**src/rtl/uart_rx_engine.sv**
```systemverilog
// UART receiver: 2-flop RxD synchronizer, 16x-oversampled start/data/stop FSM, LSB-first.
// Latency: RxD->rxs 2 Clk; RxDone/RxData/RxFrameErr update the Clk after the stop-bit sample tick.
// Backpressure: none; RxData is held until the next RxDone and the consumer must take each word on the pulse.
module uart_rx_engine #(
    parameter int DATA_BITS  = 8,
    parameter int OVERSAMPLE = 16
) (
    input  logic                 Clk,
    input  logic                 Rst_n,
    input  logic                 Tick,
    input  logic                 RxEn,
    input  logic                 RxD,
    output logic [DATA_BITS-1:0] RxData,
    output logic                 RxDone,
    output logic                 RxFrameErr,
    output logic                 RxBusy
);
    localparam int CW = $clog2(OVERSAMPLE);
    localparam int BW = $clog2(DATA_BITS + 1);
    localparam logic [CW-1:0] CNT_HALF = CW'(OVERSAMPLE / 2 - 1);
    localparam logic [CW-1:0] CNT_LAST = CW'(OVERSAMPLE - 1);
    localparam logic [BW-1:0] BIT_LAST = BW'(DATA_BITS - 1);

    typedef enum logic [1:0] {S_IDLE, S_START, S_DATA, S_STOP} state_t;

    state_t                 state_q, state_d;
    logic                   rx_meta_q, rxs_q;
    logic [CW-1:0]          cnt_q, cnt_d;
    logic [BW-1:0]          bit_idx_q, bit_idx_d;
    logic [DATA_BITS-1:0]   shift_q, shift_d;
    logic [DATA_BITS-1:0]   rx_data_q, rx_data_d;
    logic                   done_q, done_d;
    logic                   ferr_q, ferr_d;

    always_comb begin
        state_d   = state_q;
        cnt_d     = cnt_q;
        bit_idx_d = bit_idx_q;
        shift_d   = shift_q;
        rx_data_d = rx_data_q;
        ferr_d    = ferr_q;
        done_d    = 1'b0;
        if (Tick) begin
            case (state_q)
                S_IDLE: begin
                    if (RxEn && !rxs_q) begin
                        state_d = S_START;
                        cnt_d   = '0;
                    end
                end
                S_START: begin
                    if (cnt_q == CNT_HALF) begin
                        // A start bit that is high again at mid-bit was only a glitch
                        state_d   = rxs_q ? S_IDLE : S_DATA;
                        cnt_d     = '0;
                        bit_idx_d = '0;
                    end else begin
                        cnt_d = cnt_q + CW'(1);
                    end
                end
                S_DATA: begin
                    if (cnt_q == CNT_LAST) begin
                        shift_d   = {rxs_q, shift_q[DATA_BITS-1:1]};
                        bit_idx_d = bit_idx_q + BW'(1);
                        cnt_d     = '0;
                        if (bit_idx_q == BIT_LAST) begin
                            state_d = S_STOP;
                        end
                    end else begin
                        cnt_d = cnt_q + CW'(1);
                    end
                end
                S_STOP: begin
                    if (cnt_q == CNT_LAST) begin
                        rx_data_d = shift_q;
                        ferr_d    = ~rxs_q;
                        done_d    = 1'b1;
                        cnt_d     = '0;
                        state_d   = S_IDLE;
                    end else begin
                        cnt_d = cnt_q + CW'(1);
                    end
                end
                default: state_d = S_IDLE;
            endcase
        end
    end

    always_ff @(posedge Clk or negedge Rst_n) begin
        if (!Rst_n) begin
            rx_meta_q <= 1'b1;
            rxs_q     <= 1'b1;
            state_q   <= S_IDLE;
            cnt_q     <= '0;
            bit_idx_q <= '0;
            shift_q   <= '0;
            rx_data_q <= '0;
            done_q    <= 1'b0;
            ferr_q    <= 1'b0;
        end else begin
            rx_meta_q <= RxD;
            rxs_q     <= rx_meta_q;
            state_q   <= state_d;
            cnt_q     <= cnt_d;
            bit_idx_q <= bit_idx_d;
            shift_q   <= shift_d;
            rx_data_q <= rx_data_d;
            done_q    <= done_d;
            ferr_q    <= ferr_d;
        end
    end

    assign RxData     = rx_data_q;
    assign RxDone     = done_q;
    assign RxFrameErr = ferr_q;
    assign RxBusy     = (state_q != S_IDLE);
endmodule

```
**config.mk**
```make
export PLATFORM = sky130hd
export DESIGN_NAME = uart_rx_engine
export DESIGN_NICKNAME = d
export VERILOG_FILES = /design/src/rtl/uart_rx_engine.sv
export SDC_FILE = /design/constraint.sdc
export NUM_CORES = 1
export LEC_CHECK = 0
export CORE_MARGIN = 4
export CORE_UTILIZATION = 50
export CTS_BUF_LIST = sky130_fd_sc_hd__clkbuf_16
export CTS_CLUSTER_DIAMETER = 60
export DETAILED_ROUTE_END_ITERATION = 6
export HOLD_SLACK_MARGIN = 0.02
export PLACE_DENSITY = 0.72
export REMOVE_ABC_BUFFERS = 1
export SLEW_MARGIN = 20
export SYNTH_ARGS = -nofsm -noshare
export SYNTH_HDL_FRONTEND = slang
export SYNTH_SLANG_ARGS = --single-unit
```
**constraint.sdc**
```tcl
create_clock -name Clk -period 3.3 [get_ports Clk]
set_input_delay 0.66 -clock Clk [delete_from_list [all_inputs] [get_ports Clk]]
set_output_delay 0.66 -clock Clk [all_outputs]
set_load 0.03 [all_outputs]
```
==> reports/summary.txt <==
Top fanout value on the critical path -> 15
Commonest cells after routing, fill and taps aside -> 28 x dfrtp_1, 17 x mux2_2, 15 x clkdlybuf4s50_1
Slowest CP cell -> dfrtp_1
CTS tree -> built
F_max -> 392 MHz
Commonest non-fill, non-tap cell in the layout -> dfrtp_1
Hold crit path type -> reg2reg
Vias per cell -> 5.81
Vias in the first global route -> 984
Area delta synth->final -> 23.4%
Crit end category -> primary output
Tmin final -> 2.55 ns
Synth unique cells -> 34
Die area -> 0.00362 mm2
Clk slew on worst S/H paths -> 0.05 ns
Starting Density -> 0.535
Max-Slew Margin vs Limit -> 0.653
Hold_ws -> 0.358 ns
Die X -> 60.2 um
PostCTS Resize Cnt -> 0
Initial antenna violation count -> 0
Largest net degree at the start of global routing -> 31
Share of cells above drive strength 1 -> 0.254
RePlAce Congestion -> 0.775
CTS Sinks -> 30
NetSw -> 330 uW
Total track usage -> 0.177
Max-Cap Viols -> 0
Avg Cell Area, Syn -> 12.5 um2
Max Root-Sink Buffers -> 2
Nets -> 136
Setup bufs post-CTS -> 0
Max Slew Vio Count -> 0
Clock network power share -> 0.380
Number of routed nets with antenna violations -> 0
Final hold vios -> 0
Final setup viols -> 0
Global-route wire length before repair -> 4.49 mm
Flops & latches, synth -> 30
Internal Power -> 766 uW
Layout Skew -> 0.00400 ns
Post-Syn Area -> 0.00136 mm2
Peak supply drop -> 685 uV
Fraction of the yosys area taken by sequential cells -> 0.553
Status -> complete, no violations
Hold buffers post-CTS -> 0
Clk_lat worst skew -> 0.27 ns
Synth warnings -> 0
Crit path DAT -> 1.89 ns
Setup TNS -> 0 ns
Die Height -> 60.2 um
Top post-synthesis cells by area -> dfrtp_1 51%, mux2_2 14%, dfstp_2 3.9%, o21ai_0 2.2%, inv_1 2.2%
Worst-margin pin slew -> 0.521 ns
Crit-path cells -> nor2_1 > inv_1 > clkdlybuf4s50_1
Inserted Clock Buffers -> 5
Sw Share -> 0.301
Worst endpoint required time -> 2.64 ns
Setup CP Type -> reg2out
DRT Pass-1 Iters -> 4
Iter 0 DRT Violations -> 35
Crit-path leading delay family -> buffers and inverters
Root buffer cell -> clkbuf_16
Ports -> 16
Filler cells -> 189
Static leakage -> 0.751 nW
Via count -> 929
Synth area leader -> dfrtp_1
Startpoint Class -> flip-flop
Wire per inst -> 15.7 um
WL final -> 2.52 mm
H-tree levels -> 2
IO buf count -> 15
Cells after synthesis -> 109
Seq pwr share -> 0.438
Largest stage delay on the critical path -> 0.66 ns
RSZ-0062 raised after global routing -> no
CORE AREA -> 0.00254 mm2
Cell Rows -> 18
Ant diodes -> 0
CP Buf/Inv Count -> 2
Synth top area share -> 0.514
P per Cell Area -> 652 mW/mm2
Fin util -> 0.661
Total grt overflow -> 0
# DRC -> 0
DP HPWL -> 1.72 mm
Final critical-path share of the clock period -> 0.773
Comb power frac -> 0.182
per-stage QoR:
step,instance area (um2),setup slack [ns],instances,power (mW)
floorplan,1350,1.67,106,0.613
global placement,1540,0.980,152,0.670
detailed placement,1540,0.944,152,0.684
CTS,1680,0.755,160,1.11
global route,1680,0.636,160,1.16
finish,1680,0.750,160,1.10
path summary, 6_finish.rpt:
kind                             from    endpoint  slack, ns  cells after the start
max reg2reg                  cnt_q[0]  shift_q[4]       1.49                      4
max                        state_q[0]      RxBusy       0.75                      3
min reg2reg                 rx_meta_q       rxs_q       0.36                      0
min in group asynchronous       Rst_n    cnt_q[2]       0.76                      2
max in group asynchronous       Rst_n       rxs_q       2.22                      2
min                         rx_meta_q       rxs_q       0.36                      0
kinds of logic after synthesis:
| logic type | synth area share |
|---|---|
| multiplexers | 0.155 |
| AND/OR/NAND/NOR | 0.0973 |
| flip-flops | 0.553 |
| AO/OA/AOI/OAI | 0.138 |
| adder cells (fa/ha/maj) | 0.0184 |
| buffers and inverters | 0.0321 |
| XOR/XNOR | 0.00643 |
power by group through the flow:
stage / Sequential [mW] / Clock, mW / Combinational (mW)
5_1_grt: 0.490 / 0.449 / 0.225
6_report: 0.480 / 0.417 / 0.200
3_5_place_dp: 0.485 / 0 / 0.199
4_1_cts: 0.479 / 0.429 / 0.201
2_1_floorplan: 0.470 / 0 / 0.143
3_3_place_gp: 0.480 / 0 / 0.190
cells in the mapped netlist:
master / n
or2_2: 1
buf_2: 1
a31oi_1: 3
a2111o_1: 1
clkbuf_2: 1
ha_1: 2
a211oi_1: 3
mux2_2: 17
nor3_4: 1
dfstp_2: 2
o21ba_2: 1
mux2i_1: 2
o21a_1: 1
clkbuf_1: 1
o41ai_1: 1
nor2_4: 1
nand2_1: 6
o221ai_1: 1
and2_1: 1
dfrtp_1: 28
nand3_1: 1
nor2_1: 2
a221oi_1: 3
o21ai_0: 6
and3_2: 2
nand3_4: 1
nand2b_1: 2
inv_1: 8
xor2_1: 1
o2111ai_1: 1
a22o_1: 1
nor4_1: 2
a21oi_1: 3
o41a_1: 1
cell type report:
type                    count  area [um2]  area share
inverters                   8        30.0      0.0179
flip-flops and latches     30         753       0.448
clock inverters             3        12.5     0.00744
well taps                  30        37.5      0.0223
multi-input cells          68         566       0.336
clock buffers               5         125      0.0744
repair buffers             16         158      0.0938
sequential cells by signal, indices dropped and copies added (netlist names), named ones only:
register / count
RxData: 8
RxDone: 1
RxFrameErr: 1
bit_idx_q: 4
cnt_q: 4
rx_meta_q: 1
rxs_q: 1
shift_q: 8
state_q: 1
layer usage:
layer / vias up / part of all wire / track usage
li1: 443 / - / -
met1: 461 / 0.44 / 0.213
met2: 21 / 0.50 / 0.262
met3: 4 / 0.041 / 0.0886
met4: 0 / 0.015 / 0.0854
met5: - / 0 / 0
Note: power is estimated with default switching activity, not from simulation.
